==> src/rtl/fetch_stage_pkg.sv <==
// Shared fetch/decode definitions: FSM state encoding, PC arithmetic
// constants and the word-alignment helper. Decode and execute reuse
// PC_VIS_OFFSET so the architecturally visible PC is consistent.
package fetch_stage_pkg;

  localparam int unsigned XLEN = 32;

  // Sequential fetch stride and the ARM-visible PC offset (pc + 8).
  localparam logic [XLEN-1:0] PC_STEP       = XLEN'(4);
  localparam logic [XLEN-1:0] PC_VIS_OFFSET = XLEN'(8);

  // Fetch control FSM: one idle BOOT cycle, normal RUN, and frozen HALT.
  typedef enum logic [1:0] {
    BOOT = 2'd0,
    RUN  = 2'd1,
    HALT = 2'd2
  } fetch_state_t;

  // Force a byte address onto a word boundary.
  function automatic logic [XLEN-1:0] align_pc(input logic [XLEN-1:0] addr);
    return addr & ~(XLEN'(3));
  endfunction

endpackage

==> src/rtl/fetch_stage_fd.sv <==
// fd_reg: fetch/decode pipeline register with valid bit.
// Priority per cycle: flush > load > consume > hold.
//   clk, rst      : clock, asynchronous active-high reset
//   i_flush       : discard contents (valid <- 0), payload kept
//   i_load        : capture a new instruction, valid <- 1
//   i_consume     : downstream took the word with nothing to replace it
//   i_instr/i_pc/i_pc_plus8 : payload to capture on load
//   o_valid/o_instr/o_pc/o_pc_plus8 : registered contents
module fd_reg
  import fetch_stage_pkg::*;
(
  input  logic            clk,
  input  logic            rst,
  input  logic            i_flush,
  input  logic            i_load,
  input  logic            i_consume,
  input  logic [XLEN-1:0] i_instr,
  input  logic [XLEN-1:0] i_pc,
  input  logic [XLEN-1:0] i_pc_plus8,
  output logic            o_valid,
  output logic [XLEN-1:0] o_instr,
  output logic [XLEN-1:0] o_pc,
  output logic [XLEN-1:0] o_pc_plus8
);

  logic            r_valid;
  logic [XLEN-1:0] r_instr;
  logic [XLEN-1:0] r_pc;
  logic [XLEN-1:0] r_pc_plus8;

  // Payload only changes on load, so it is stable whenever valid is held.
  always_ff @(posedge clk or posedge rst) begin
    if (rst) begin
      r_valid    <= 1'b0;
      r_instr    <= '0;
      r_pc       <= '0;
      r_pc_plus8 <= PC_VIS_OFFSET;
    end else if (i_flush) begin
      r_valid <= 1'b0;
    end else if (i_load) begin
      r_valid    <= 1'b1;
      r_instr    <= i_instr;
      r_pc       <= i_pc;
      r_pc_plus8 <= i_pc_plus8;
    end else if (i_consume) begin
      r_valid <= 1'b0;
    end
  end

  assign o_valid    = r_valid;
  assign o_instr    = r_instr;
  assign o_pc       = r_pc;
  assign o_pc_plus8 = r_pc_plus8;

endmodule

==> src/rtl/fetch_stage.sv <==
// fetch_stage: owns the program counter, drives the asynchronous
// instruction memory and fills the F/D register for decode.
//   RESET_PC        : PC after reset, must be word aligned
//   clk, rst        : clock, asynchronous active-high reset
//   imem_addr       : fetch address (equal to the PC register)
//   imem_instr      : word returned combinationally for imem_addr
//   id_valid/id_ready : F/D handshake towards decode
//   id_instr/id_pc/id_pc_plus8 : F/D payload
//   redirect/redirect_target   : taken branch / flush from execute
//   halt            : stop fetching after the current cycle
//   fetch_count     : completed, non-flushed F/D transfers (wraps)
module fetch_stage
  import fetch_stage_pkg::*;
#(
  parameter logic [31:0] RESET_PC = 32'h0000_0000
) (
  input  logic        clk,
  input  logic        rst,
  output logic [31:0] imem_addr,
  input  logic [31:0] imem_instr,
  output logic        id_valid,
  input  logic        id_ready,
  output logic [31:0] id_instr,
  output logic [31:0] id_pc,
  output logic [31:0] id_pc_plus8,
  input  logic        redirect,
  input  logic [31:0] redirect_target,
  input  logic        halt,
  output logic [31:0] fetch_count
);

  fetch_state_t    r_state;
  fetch_state_t    w_state_next;
  logic [XLEN-1:0] r_pc;
  logic [XLEN-1:0] w_pc_next;
  logic [XLEN-1:0] r_fetch_count;
  logic            w_adv;
  logic            w_xfer;
  logic            w_fd_load;

  // A transfer is the decode handshake; a redirect in the same cycle voids it.
  assign w_xfer    = id_valid & id_ready;
  assign w_fd_load = w_adv & ~redirect;

  // FSM state register.
  always_ff @(posedge clk or posedge rst) begin
    if (rst) begin
      r_state <= BOOT;
    end else begin
      r_state <= w_state_next;
    end
  end

  // Next state, advance decision and next PC; redirect always dominates.
  always_comb begin
    w_state_next = r_state;
    w_adv        = 1'b0;
    w_pc_next    = r_pc;

    case (r_state)
      BOOT: begin
        if (redirect) begin
          w_state_next = RUN;
        end else if (halt) begin
          w_state_next = HALT;
        end else begin
          w_state_next = RUN;
        end
      end
      RUN: begin
        w_adv = ~id_valid | id_ready;
        if (halt && !redirect) begin
          w_state_next = HALT;
        end
      end
      HALT: begin
        if (redirect || !halt) begin
          w_state_next = RUN;
        end
      end
      default: begin
        w_state_next = BOOT;
      end
    endcase

    if (redirect) begin
      w_pc_next = align_pc(redirect_target);
    end else if (w_adv) begin
      w_pc_next = r_pc + PC_STEP;
    end
  end

  // Program counter.
  always_ff @(posedge clk or posedge rst) begin
    if (rst) begin
      r_pc <= RESET_PC;
    end else begin
      r_pc <= w_pc_next;
    end
  end

  // Retired-fetch counter, wraps naturally at 2^32.
  always_ff @(posedge clk or posedge rst) begin
    if (rst) begin
      r_fetch_count <= '0;
    end else if (w_xfer && !redirect) begin
      r_fetch_count <= r_fetch_count + XLEN'(1);
    end
  end

  // The memory is asynchronous: the word for r_pc is captured on the same edge.
  fd_reg u_fd_reg (
    .clk        (clk),
    .rst        (rst),
    .i_flush    (redirect),
    .i_load     (w_fd_load),
    .i_consume  (w_xfer),
    .i_instr    (imem_instr),
    .i_pc       (r_pc),
    .i_pc_plus8 (r_pc + PC_VIS_OFFSET),
    .o_valid    (id_valid),
    .o_instr    (id_instr),
    .o_pc       (id_pc),
    .o_pc_plus8 (id_pc_plus8)
  );

  assign imem_addr   = r_pc;
  assign fetch_count = r_fetch_count;

endmodule

==> config.mk <==
export PLATFORM = sky130hd
export DESIGN_NAME = fetch_stage
export DESIGN_NICKNAME = d
export VERILOG_FILES = /design/src/rtl/fetch_stage_pkg.sv /design/src/rtl/fetch_stage_fd.sv /design/src/rtl/fetch_stage.sv
export SDC_FILE = /design/constraint.sdc
export NUM_CORES = 1
export LEC_CHECK = 0
export CELL_PAD_IN_SITES_DETAIL_PLACEMENT = 2
export CELL_PAD_IN_SITES_GLOBAL_PLACEMENT = 2
export CORE_ASPECT_RATIO = 2
export CORE_MARGIN = 4
export CORE_UTILIZATION = 29
export DETAILED_ROUTE_END_ITERATION = 16
export GPL_ROUTABILITY_DRIVEN = 0
export GPL_TIMING_DRIVEN = 0
export PLACE_DENSITY_LB_ADDON = 0.1
export SETUP_SLACK_MARGIN = 0.15
export SLEW_MARGIN = 20
export SYNTH_ARGS = -nofsm -noshare
export SYNTH_HDL_FRONTEND = slang
export SYNTH_SLANG_ARGS = --single-unit
==> constraint.sdc <==
create_clock -name clk -period 7 [get_ports clk]
set_input_delay 1.4 -clock clk [delete_from_list [all_inputs] [get_ports clk]]
set_output_delay 1.4 -clock clk [all_outputs]
set_load 0.05 [all_outputs]
==> impl_metrics.json <==
{
  "synth.distinct_cells": 43,
  "routed_wirelength_um": 25400,
  "maxSlewHeadroom_pct": 39.0,
  "criticalPathCategory": "input port to register",
  "synth_ff_type": "dfrtp_1",
  "power.density_mw_per_mm2": 327,
  "post-synth-top-count-cell": "dfrtp_1",
  "synth_cells": 633,
  "die_h_um": 229,
  "rows": 80,
  "hpwl_um": 20000,
  "synth_top_area_share_pct": 54.5,
  "start_util_pct": 29.6,
  "numPortBuffers": 221,
  "clockPowerShare_pct": 27.1,
  "power.switching_mw": 1.34,
  "irDropWorstVdd_mv": 0.215,
  "status": "completed",
  "share_comb_of_total_power_pct": 37.8,
  "die_x_um": 119,
  "period_minus_slack_ns": 3.44,
  "min_path_cells": 1,
  "ctsHoldBuffers": 0,
  "via_per_inst": 4.91,
  "track_usage_pct": 19.2,
  "drv_cap": 0,
  "numPlacedInstances": 1147,
  "cp.required_ns": 7.31,
  "ant_nets": 0,
  "start_kind": "input port",
  "ys_seq_area_share_pct": 54.9,
  "cts_buffer_depth": 2,
  "worst_pin_slew_ns": 0.908,
  "grt_pass1_wl_um": 40000,
  "syn_area_mm2": 0.00711,
  "cts_tree": "built",
  "cts_resized": 0,
  "postCtsSetupBuffers": 0,
  "synthTopCellsByArea": "dfrtp_1 55%, mux2_2 10%, xnor2_1 6.2%, xor2_1 4.2%, nand2_1 3.4%",
  "drtIter0Drc": 225,
  "finalHoldViolCount": 0,
  "clkSlewWorstSetupHoldPaths_ns": 0.06,
  "grt_max_degree": 91,
  "num-nets-final": 951,
  "clock.fmax_mhz": 291,
  "rsz0062_at_grt": "no",
  "die_area_mm2": 0.0272,
  "switching_share_pct": 39.7,
  "r2r_setup_slack_ns": 4.52,
  "synth_seq_cells": 156,
  "synth_edf_count": 0,
  "synth-warning-count": 0,
  "synth_top_area_cell": "dfrtp_1",
  "grt_antenna_before_repair": 0,
  "drcViolationCount": 0,
  "syn_avg_cell_area_um2": 11.2,
  "finalSetupTns_ns": 0,
  "grt_overflow": 0,
  "htree_levels": 4,
  "cp_max_fo": 10,
  "finalCritPeriodShare_pct": 49.1,
  "final_util_pct": 42.9,
  "hold_path_class": "register to register",
  "ios": 230,
  "num_vias": 5785,
  "diodes": 0,
  "power_leakage_nw": 4.16,
  "hold_slack_ns": 0.476,
  "cp.arrival_ns": 3.75,
  "cp-end-kind": "register",
  "async_flop_share_pct": 100,
  "cts_num_sinks": 156,
  "skew_ns": 0.00670,
  "finalSetupViolCount": 0,
  "seq_power_share_pct": 35.1,
  "layoutNonFillerInstCount": 1179,
  "grt_pass1_vias": 6776,
  "r2r.worst_path.cells": 6,
  "drt-pass1-iter-count": 4,
  "cts-root-buf": "clkbuf_16",
  "synth_commonest_cells": "155 x dfrtp_1, 65 x nand2_1, 64 x mux2_2",
  "drive_gt1_share_pct": 15.5,
  "syn2layout_area_growth_pct": 45.1,
  "cts_buffers": 17,
  "core_area_mm2": 0.0240,
  "wl_per_cell_um": 21.6,
  "slew_violations": 0,
  "clock_latency_ns": 0.44,
  "p_int_mw": 2.04
}
registers in the layout, indices dropped and copies added (netlist names):
| signal | count |
|---|---|
| u_fd_reg.o_valid | 1 |
| u_fd_reg.o_pc_plus8 | 30 |
| u_fd_reg.o_instr | 32 |
| r_state | 2 |
| imem_addr | 30 |
| u_fd_reg.o_pc | 29 |
| fetch_count | 32 |
per-layer routing:
metal  global-route usage (%)  part of all wire (%)  vias up
met5                        0                     0        -
met4                     7.83                   2.8        0
met3                     4.32                   4.4       34
met2                     38.1                    59      173
met1                     18.6                    34     2934
li1                         -                     -     2644
worst paths after layout:
kind | start | end
worst max register to register | imem_addr[4] | imem_addr[27]
max in group asynchronous | rst | u_fd_reg.o_pc_plus8[3]
min in group asynchronous | rst | u_fd_reg.o_instr[2]
worst min register to register | fetch_count[31] | fetch_count[31]
worst max-delay path | id_ready | u_fd_reg.o_pc_plus8[5]
worst min-delay path | fetch_count[31] | fetch_count[31]
critical path: stages:
cell and delay [ns]:
clkdlybuf4s50_1 0.54, nor2b_1 0.09, nor3_1 0.17, clkbuf_1 0.56
clkbuf_1 0.48, buf_2 0.39, a21oi_1 0.12
per-stage QoR:
step / setup slack (ns) / instance area (um^2) / power [mW]
final: 3.56 / 10300 / 3.38
after global routing: 3.27 / 10300 / 3.53
after CTS: 3.49 / 10300 / 3.43
after detailed placement: 3.01 / 9740 / 2.50
after global placement: -0.946 / 9700 / 2.45
after floorplan: 1.40 / 7130 / 1.99
power groups by stage:
stage / logic, mW / registers (mW) / clock network, mW
final: 1.28 / 1.18 / 0.916
after global routing: 1.34 / 1.21 / 0.986
after CTS: 1.30 / 1.19 / 0.946
after detailed placement: 1.29 / 1.20 / 0
after floorplan: 0.258 / 1.73 / 0
after global placement: 1.26 / 1.19 / 0
cell type report:
| type | count | area, um^2 |
|---|---|---|
| inverters | 6 | 30.0 |
| well taps | 287 | 359 |
| plain buffers | 39 | 201 |
| fillers | 2534 | 13700 |
| flip-flops and latches | 156 | 3910 |
| clock buffers | 27 | 553 |
| clock inverters | 5 | 27.5 |
| multi-input cells | 437 | 3000 |
| repair buffers | 222 | 2240 |
cell usage in the layout (no fill, tap or decap), drive strengths merged, types with 9 or more instances in the layout:
cell type and n:
nor3 13, xor2 34, a21oi 31, dfrtp 155
and3 9, clkbuf 42, nor2 45, nand2 65
clkdlybuf4s50 221, nand4 25, o21ai 29, nand3 26
buf 25, nor4 9, mux2 64, xnor2 50
cells by family after synthesis:
logic type	share of synthesized area, %
buf+inv	3.15
fa+ha+maj	0.528
mux	10.1
xor+xnor	10.3
other cells	0.0527
flops	54.9
compound gates	4.70
simple gates	16.2
(Power assumes the default switching activity.)
